**config.mk**
```make
export PLATFORM = sky130hd
export DESIGN_NAME = pb_rtc_bus_writer
export DESIGN_NICKNAME = d
export VERILOG_FILES = /design/src/rtl/pb_rtc_bus_writer.sv
export SDC_FILE = /design/constraint.sdc
export NUM_CORES = 1
export LEC_CHECK = 0
export ABC_CLOCK_PERIOD_IN_PS = 3600
export BUFFER_PORTS_ARGS = -buffer_cell sky130_fd_sc_hd__buf_2
export CAP_MARGIN = 10
export CORE_UTILIZATION = 59
export CTS_CLUSTER_SIZE = 10
export DETAILED_ROUTE_END_ITERATION = 7
export GPL_TIMING_DRIVEN = 1
export PLACE_DENSITY = 0.84
export SLEW_MARGIN = 40
export SYNTH_ARGS = -nofsm -noshare
export SYNTH_HDL_FRONTEND = slang
export SYNTH_SLANG_ARGS = --single-unit
```
**constraint.sdc**
```tcl
create_clock -name clk -period 3.6 [get_ports clk]
set_input_delay 0.36 -clock clk [delete_from_list [all_inputs] [get_ports clk]]
set_output_delay 0.36 -clock clk [all_outputs]
set_load 0.02 [all_outputs]
```
**src/rtl/pb_rtc_bus_writer.sv**
```systemverilog
// pb_rtc_bus_writer: PicoBlaze output-side peripheral that stages an RTC
// register address and write data from PicoBlaze port writes, then runs a
// timed write cycle on the RTC multiplexed address/data bus.
// The cycle is address assert, address release (hold), data assert, data
// release (hold), then return to idle with a one-cycle done pulse.
// Optional feature: define PB_RTC_WR_IRQ_EN to add a sticky completion
// interrupt with an acknowledge input.
module pb_rtc_bus_writer #(
    parameter logic [7:0] ADDR_PORT = 8'h01,
    parameter logic [7:0] DATA_PORT = 8'h02,
    parameter logic [7:0] CMD_PORT  = 8'h03,
    parameter int         T_PHASE   = 10,
    parameter int         CNT_W     = 4
) (
    input  logic       clk,
    input  logic       rst,
    input  logic [7:0] port_id,
    input  logic [7:0] out_port,
    input  logic       write_strobe,
    output logic [7:0] ad_out,
    output logic       ad_oe,
    output logic       a_d,
    output logic       cs_n,
    output logic       wr_n,
    output logic       rd_n,
    output logic [7:0] status,
    output logic       done
`ifdef PB_RTC_WR_IRQ_EN
    ,
    output logic       interrupt,
    input  logic       interrupt_ack
`endif
);

    typedef enum logic [2:0] {
        S_IDLE,
        S_ADDR_ASSERT,
        S_ADDR_RELEASE,
        S_DATA_ASSERT,
        S_DATA_RELEASE
    } state_t;

    // Each sub-phase lasts T_PHASE cycles: the counter loads T_PHASE-1 on
    // state entry and the state advances on the cycle it reads zero.
    localparam logic [CNT_W-1:0] CNT_LOAD = CNT_W'(T_PHASE - 1);

    state_t           r_state;
    logic [CNT_W-1:0] r_cnt;
    logic [7:0]       r_addr_stg;
    logic [7:0]       r_data_stg;
    logic [7:0]       r_addr_sh;
    logic [7:0]       r_data_sh;
    logic             r_busy;
    logic             r_overrun;
    logic             r_done;
    logic [7:0]       r_ad_out;
    logic             r_ad_oe;
    logic             r_a_d;
    logic             r_cs_n;
    logic             r_wr_n;

    logic w_wr_addr;
    logic w_wr_data;
    logic w_wr_cmd;
    logic w_phase_end;
    logic w_complete;

    assign w_wr_addr   = write_strobe && (port_id == ADDR_PORT);
    assign w_wr_data   = write_strobe && (port_id == DATA_PORT);
    assign w_wr_cmd    = write_strobe && (port_id == CMD_PORT);
    assign w_phase_end = (r_cnt == '0);
    assign w_complete  = (r_state == S_DATA_RELEASE) && w_phase_end;

    // Staging registers: load from PicoBlaze writes at any time, even mid-cycle.
    always_ff @(posedge clk or posedge rst) begin
        if (rst) begin
            r_addr_stg <= 8'h00;
            r_data_stg <= 8'h00;
        end else begin
            // NOTE: sequential state uses non-blocking assignments so every
            // register samples pre-edge values regardless of block ordering.
            if (w_wr_addr) r_addr_stg <= out_port;
            if (w_wr_data) r_data_stg <= out_port;
        end
    end

    // Bus-cycle FSM with registered bus pins, busy/overrun status and done.
    always_ff @(posedge clk or posedge rst) begin
        if (rst) begin
            r_state   <= S_IDLE;
            r_cnt     <= '0;
            r_addr_sh <= 8'h00;
            r_data_sh <= 8'h00;
            r_busy    <= 1'b0;
            r_overrun <= 1'b0;
            r_done    <= 1'b0;
            r_ad_out  <= 8'h00;
            r_ad_oe   <= 1'b0;
            r_a_d     <= 1'b0;
            r_cs_n    <= 1'b1;
            r_wr_n    <= 1'b1;
        end else begin
            r_done <= 1'b0;

            // A start while busy sets overrun and takes priority over clear.
            if (w_wr_cmd) begin
                if (out_port[0] && (r_state != S_IDLE)) begin
                    r_overrun <= 1'b1;
                end else if (out_port[1]) begin
                    r_overrun <= 1'b0;
                end
            end

            case (r_state)
                S_IDLE: begin
                    if (w_wr_cmd && out_port[0]) begin
                        r_addr_sh <= r_addr_stg;
                        r_data_sh <= r_data_stg;
                        r_state   <= S_ADDR_ASSERT;
                        r_cnt     <= CNT_LOAD;
                        r_busy    <= 1'b1;
                        r_ad_out  <= r_addr_stg;
                        r_ad_oe   <= 1'b1;
                        r_a_d     <= 1'b0;
                        r_cs_n    <= 1'b0;
                        r_wr_n    <= 1'b0;
                    end
                end
                S_ADDR_ASSERT: begin
                    if (w_phase_end) begin
                        r_state <= S_ADDR_RELEASE;
                        r_cnt   <= CNT_LOAD;
                        r_cs_n  <= 1'b1;
                        r_wr_n  <= 1'b1;
                    end else begin
                        r_cnt <= r_cnt - 1'b1;
                    end
                end
                S_ADDR_RELEASE: begin
                    if (w_phase_end) begin
                        r_state  <= S_DATA_ASSERT;
                        r_cnt    <= CNT_LOAD;
                        r_ad_out <= r_data_sh;
                        r_a_d    <= 1'b1;
                        r_cs_n   <= 1'b0;
                        r_wr_n   <= 1'b0;
                    end else begin
                        r_cnt <= r_cnt - 1'b1;
                    end
                end
                S_DATA_ASSERT: begin
                    if (w_phase_end) begin
                        r_state <= S_DATA_RELEASE;
                        r_cnt   <= CNT_LOAD;
                        r_cs_n  <= 1'b1;
                        r_wr_n  <= 1'b1;
                    end else begin
                        r_cnt <= r_cnt - 1'b1;
                    end
                end
                S_DATA_RELEASE: begin
                    if (w_phase_end) begin
                        r_state  <= S_IDLE;
                        r_busy   <= 1'b0;
                        r_done   <= 1'b1;
                        r_ad_out <= 8'h00;
                        r_ad_oe  <= 1'b0;
                        r_a_d    <= 1'b0;
                    end else begin
                        r_cnt <= r_cnt - 1'b1;
                    end
                end
                default: begin
                    r_state <= S_IDLE;
                end
            endcase
        end
    end

`ifdef PB_RTC_WR_IRQ_EN
    logic r_interrupt;

    // Sticky completion interrupt; a completion in the ack cycle keeps it set.
    always_ff @(posedge clk or posedge rst) begin
        if (rst) begin
            r_interrupt <= 1'b0;
        end else if (w_complete) begin
            r_interrupt <= 1'b1;
        end else if (interrupt_ack) begin
            r_interrupt <= 1'b0;
        end
    end

    assign interrupt = r_interrupt;
`endif

    assign ad_out = r_ad_out;
    assign ad_oe  = r_ad_oe;
    assign a_d    = r_a_d;
    assign cs_n   = r_cs_n;
    assign wr_n   = r_wr_n;
    assign rd_n   = 1'b1;
    assign status = {6'b000000, r_overrun, r_busy};
    assign done   = r_done;

endmodule

```
==> summary.md <==
| Metric | Value |
|---|---|
| Top cell type's share of synthesized area | `0.489` |
| Actual slew at the worst max-slew pin | `729 ps` |
| Int Pwr | `0.988 mW` |
| RSZ-0062 raised after global routing | `false` |
| Simple-gate share of the synthesized area | `0.119` |
| Largest family of logic cells by synthesized area | `compound AO/OA/AOI/OAI gates` |
| Crit Path Class | `flip-flop to flip-flop` |
| WL final | `4.54 mm` |
| Die area | `3980 um^2` |
| Cell taking the most area after synthesis | `dfrtp_1` |
| Yosys reg bits | `44` |
| Adder-cell share of the synthesized area | `0.00569` |
| Global-route wire length before repair | `7.65 mm` |
| Row count | `21` |
| Synth Area in Compound Gates | `0.178` |
| Final Hold Vio Count | `0` |
| Diodes inserted | `0` |
| Crit path cell chain | `inv_1 > ha_1 > nor3b_2 > a21oi_2 > a21oi_2 > a2bb2oi_1` |
| Top Ports | `41` |
| Max-slew violation count | `0` |
| Startpoint Class | `flip-flop` |
| Worst endpoint data arrival time | `2320 ps` |
| Worst IR Drop VDD | `0.318 mV` |
| ANT nets after route | `0` |
| Placement Cell Area | `2330 um^2` |
| Crit end category | `flip-flop` |
| Initial antenna violation count | `0` |
| Final setup fails | `0` |
| Iter 0 DRT Violations | `136` |
| DRT Pass-1 Iters | `4` |
| Pre-CTS WS | `1460 ps` |
| Synth area leaders | `dfrtp_1 (49%), mux2_2 (12%), a22o_1 (3.6%), buf_4 (3.4%), a221oi_1 (3.2%)` |
| Worst Setup Slack, final | `1500 ps` |
| Cells after DPL | `249` |
| Clock Tree Root | `clkbuf_8` |
| Max stage delay cell, worst path | `nor3b_2` |
| Clock transition at path regs | `80 ps` |
| CTS tree | `built` |
| Clock Power Share | `0.283` |
| Rel. slew slack | `0.514` |
| Core area | `3440 um^2` |
| Area grow syn2layout | `11.8%` |
| Final period util | `0.584` |
| GRT overflow | `0` |
| Worst path most repeated cell | `a21oi_2` |
| Die height | `63.1 um` |
| Global Route Usage Sum | `0.253` |
| Register share of total power | `0.445` |
| Max Root-Sink Buffers | `2` |
| Unique masters post-synth | `42` |
| Post-CTS sizing | `0` |
| Sw Ratio | `0.325` |
| Post-Synthesis Cells | `181` |
| Layout Skew | `8.77 ps` |
| Most frequent cells in the layout | `dfrtp_1 (42), buf_2 (33), mux2_2 (24)` |
| Async set-reset flop share out of synthesis | `1.00` |
| Die X-Extent | `63.1 um` |
| Total CTS buffers | `5` |
| Hold Path Class | `input pin to async pin` |
| Clock latency at the later pin of the worst-skew pair | `300 ps` |
| Largest net degree at the start of global routing | `45` |
| Routability cong. | `0.773` |
| Layout cell share with drive strength beyond 1 | `0.379` |
| Mux contribution to synthesized area | `0.123` |
| Critical Path RT | `3820 ps` |
| Xor and xnor area share after synthesis | `0.00796` |
| Top_reg_cell synth | `dfrtp_1` |
| Via density | `6.24` |
| Setup_tns | `0 ps` |
| Post-CTS setup buffers | `0` |
| Worst hold slack | `171 ps` |
| Drt drc | `0` |
| Htree depth | `2` |
| Fin util | `0.715` |
| Crit path max-delay family | `compound AO/OA/AOI/OAI gates` |
| Post-synth EDFFs | `0` |
| Leak Pwr | `1.23 nW` |
| Commonest non-fill, non-tap cell in the layout | `dfrtp_1` |
| NetSw | `0.475 mW` |
| DR vias | `1603` |
| Max frequency | `476 MHz` |
| Nets | `230` |
| Crit path time final | `2100 ps` |
| Number of global-route vias before repair | `1567` |
| Cts hold-fix bufs | `0` |
| Mapped cell area | `2200 um^2` |
| Clk sinks | `44` |
| Max-cap violations | `0` |
| Max incr delay on CP | `430 ps` |
| Hpwl dp | `3.10 mm` |
| Fin area | `2460 um^2` |
| Synth Area per Inst | `12.2 um^2` |
| WL/cell | `17.7 um` |
| Buf/Inv on CP | `1` |
| Run status | `finished, final reports clean` |
| Initial core utilization | `0.639` |
| Power Total | `1.46 mW` |
| Logic gate share of total power | `0.272` |
| Seq/Total Area, Yosys | `0.501` |
| Power density over the cells | `595 nW/um^2` |
| Final cell count without fillers | `257` |
| CP max FO | `9` |
| I/O Buffers | `33` |
| Synth warn | `0` |
## synthesized netlist by cell type, types with 2 or more instances
master,instances
mux2_2,24
a221oi_1,8
nand2_1,7
conb_1,2
buf_2,6
a22o_1,9
a21oi_2,2
a32o_1,2
a2bb2oi_1,8
o21ai_0,5
a21oi_1,9
nand2b_1,2
nor2_1,4
nand3b_4,2
inv_1,5
dfrtp_1,43
a31oi_1,2
nor3_1,5
buf_4,10
and3_1,3
a211oi_1,2
## registers in the layout, summed over array words and instances (netlist names)
signal and flops:
ad_out 8, r_addr_stg 8, r_data_sh 8, r_data_stg 8
r_cnt 4, r_state 3, a_d 1, ad_oe 1
done 1, r_overrun 1, wr_n 1
## kinds of logic (layout without fill, tap and decap cells)
| kind of cell | after synthesis | in the layout |
|---|---|---|
| AO/OA/AOI/OAI | 51 | 51 |
| buffers and inverters | 22 | 47 |
| multiplexers | 24 | 24 |
| adder cells (fa/ha/maj) | 1 | 1 |
| XOR/XNOR | 2 | 2 |
| other | 2 | 7 |
| AND/OR/NAND/NOR | 35 | 35 |
| flip-flops | 44 | 44 |
## path summary, 6_finish.rpt
kind,startpoint,slack [ps],to,depth (start not counted)
hold reg to reg,r_data_sh[4],510,r_data_sh[4],1
max in group asynchronous,rst,3030,r_state[2],3
setup / recovery,r_cnt[0],1500,ad_out[0],6
setup reg to reg,r_cnt[0],1500,ad_out[0],6
min in group clk,out_port[5],300,r_data_stg[5],2
hold / removal,rst,170,r_cnt[2],3
## area by class of cell
cell class,instances,area (um^2)
sequential,44,1100
fill,251,982
multi-input combinational,120,981
timing repair buffer,34,173
clock buffer,7,96.3
tap,46,57.6
clock inverter,1,30.0
inverter,5,18.8
## worst reg2reg max path, delay by kind of cell, from the launching register on
family | cells | cell delay, ps
adders and majority gates | 1 | 210
buffers and inverters | 1 | 70
and+or+nand+nor | 1 | 430
AOI/OAI and AO/OA | 3 | 870
DFF | 1 | 420
## power groups by stage
stage | registers (mW) | logic [mW] | clock network (mW)
floorplan | 0.702 | 0.239 | 0
global placement | 0.651 | 0.379 | 0
detailed placement | 0.660 | 0.396 | 0
CTS | 0.651 | 0.401 | 0.415
global route | 0.665 | 0.435 | 0.440
finish | 0.651 | 0.398 | 0.414
## per-layer routing
layer / track usage / vias up / share of wire
met5: 0 / - / 0
met4: 0.0959 / 0 / 0.019
met3: 0.0525 / 11 / 0.043
met2: 0.435 / 53 / 0.53
met1: 0.312 / 815 / 0.41
li1: - / 724 / -
(Power assumes the default switching activity.)
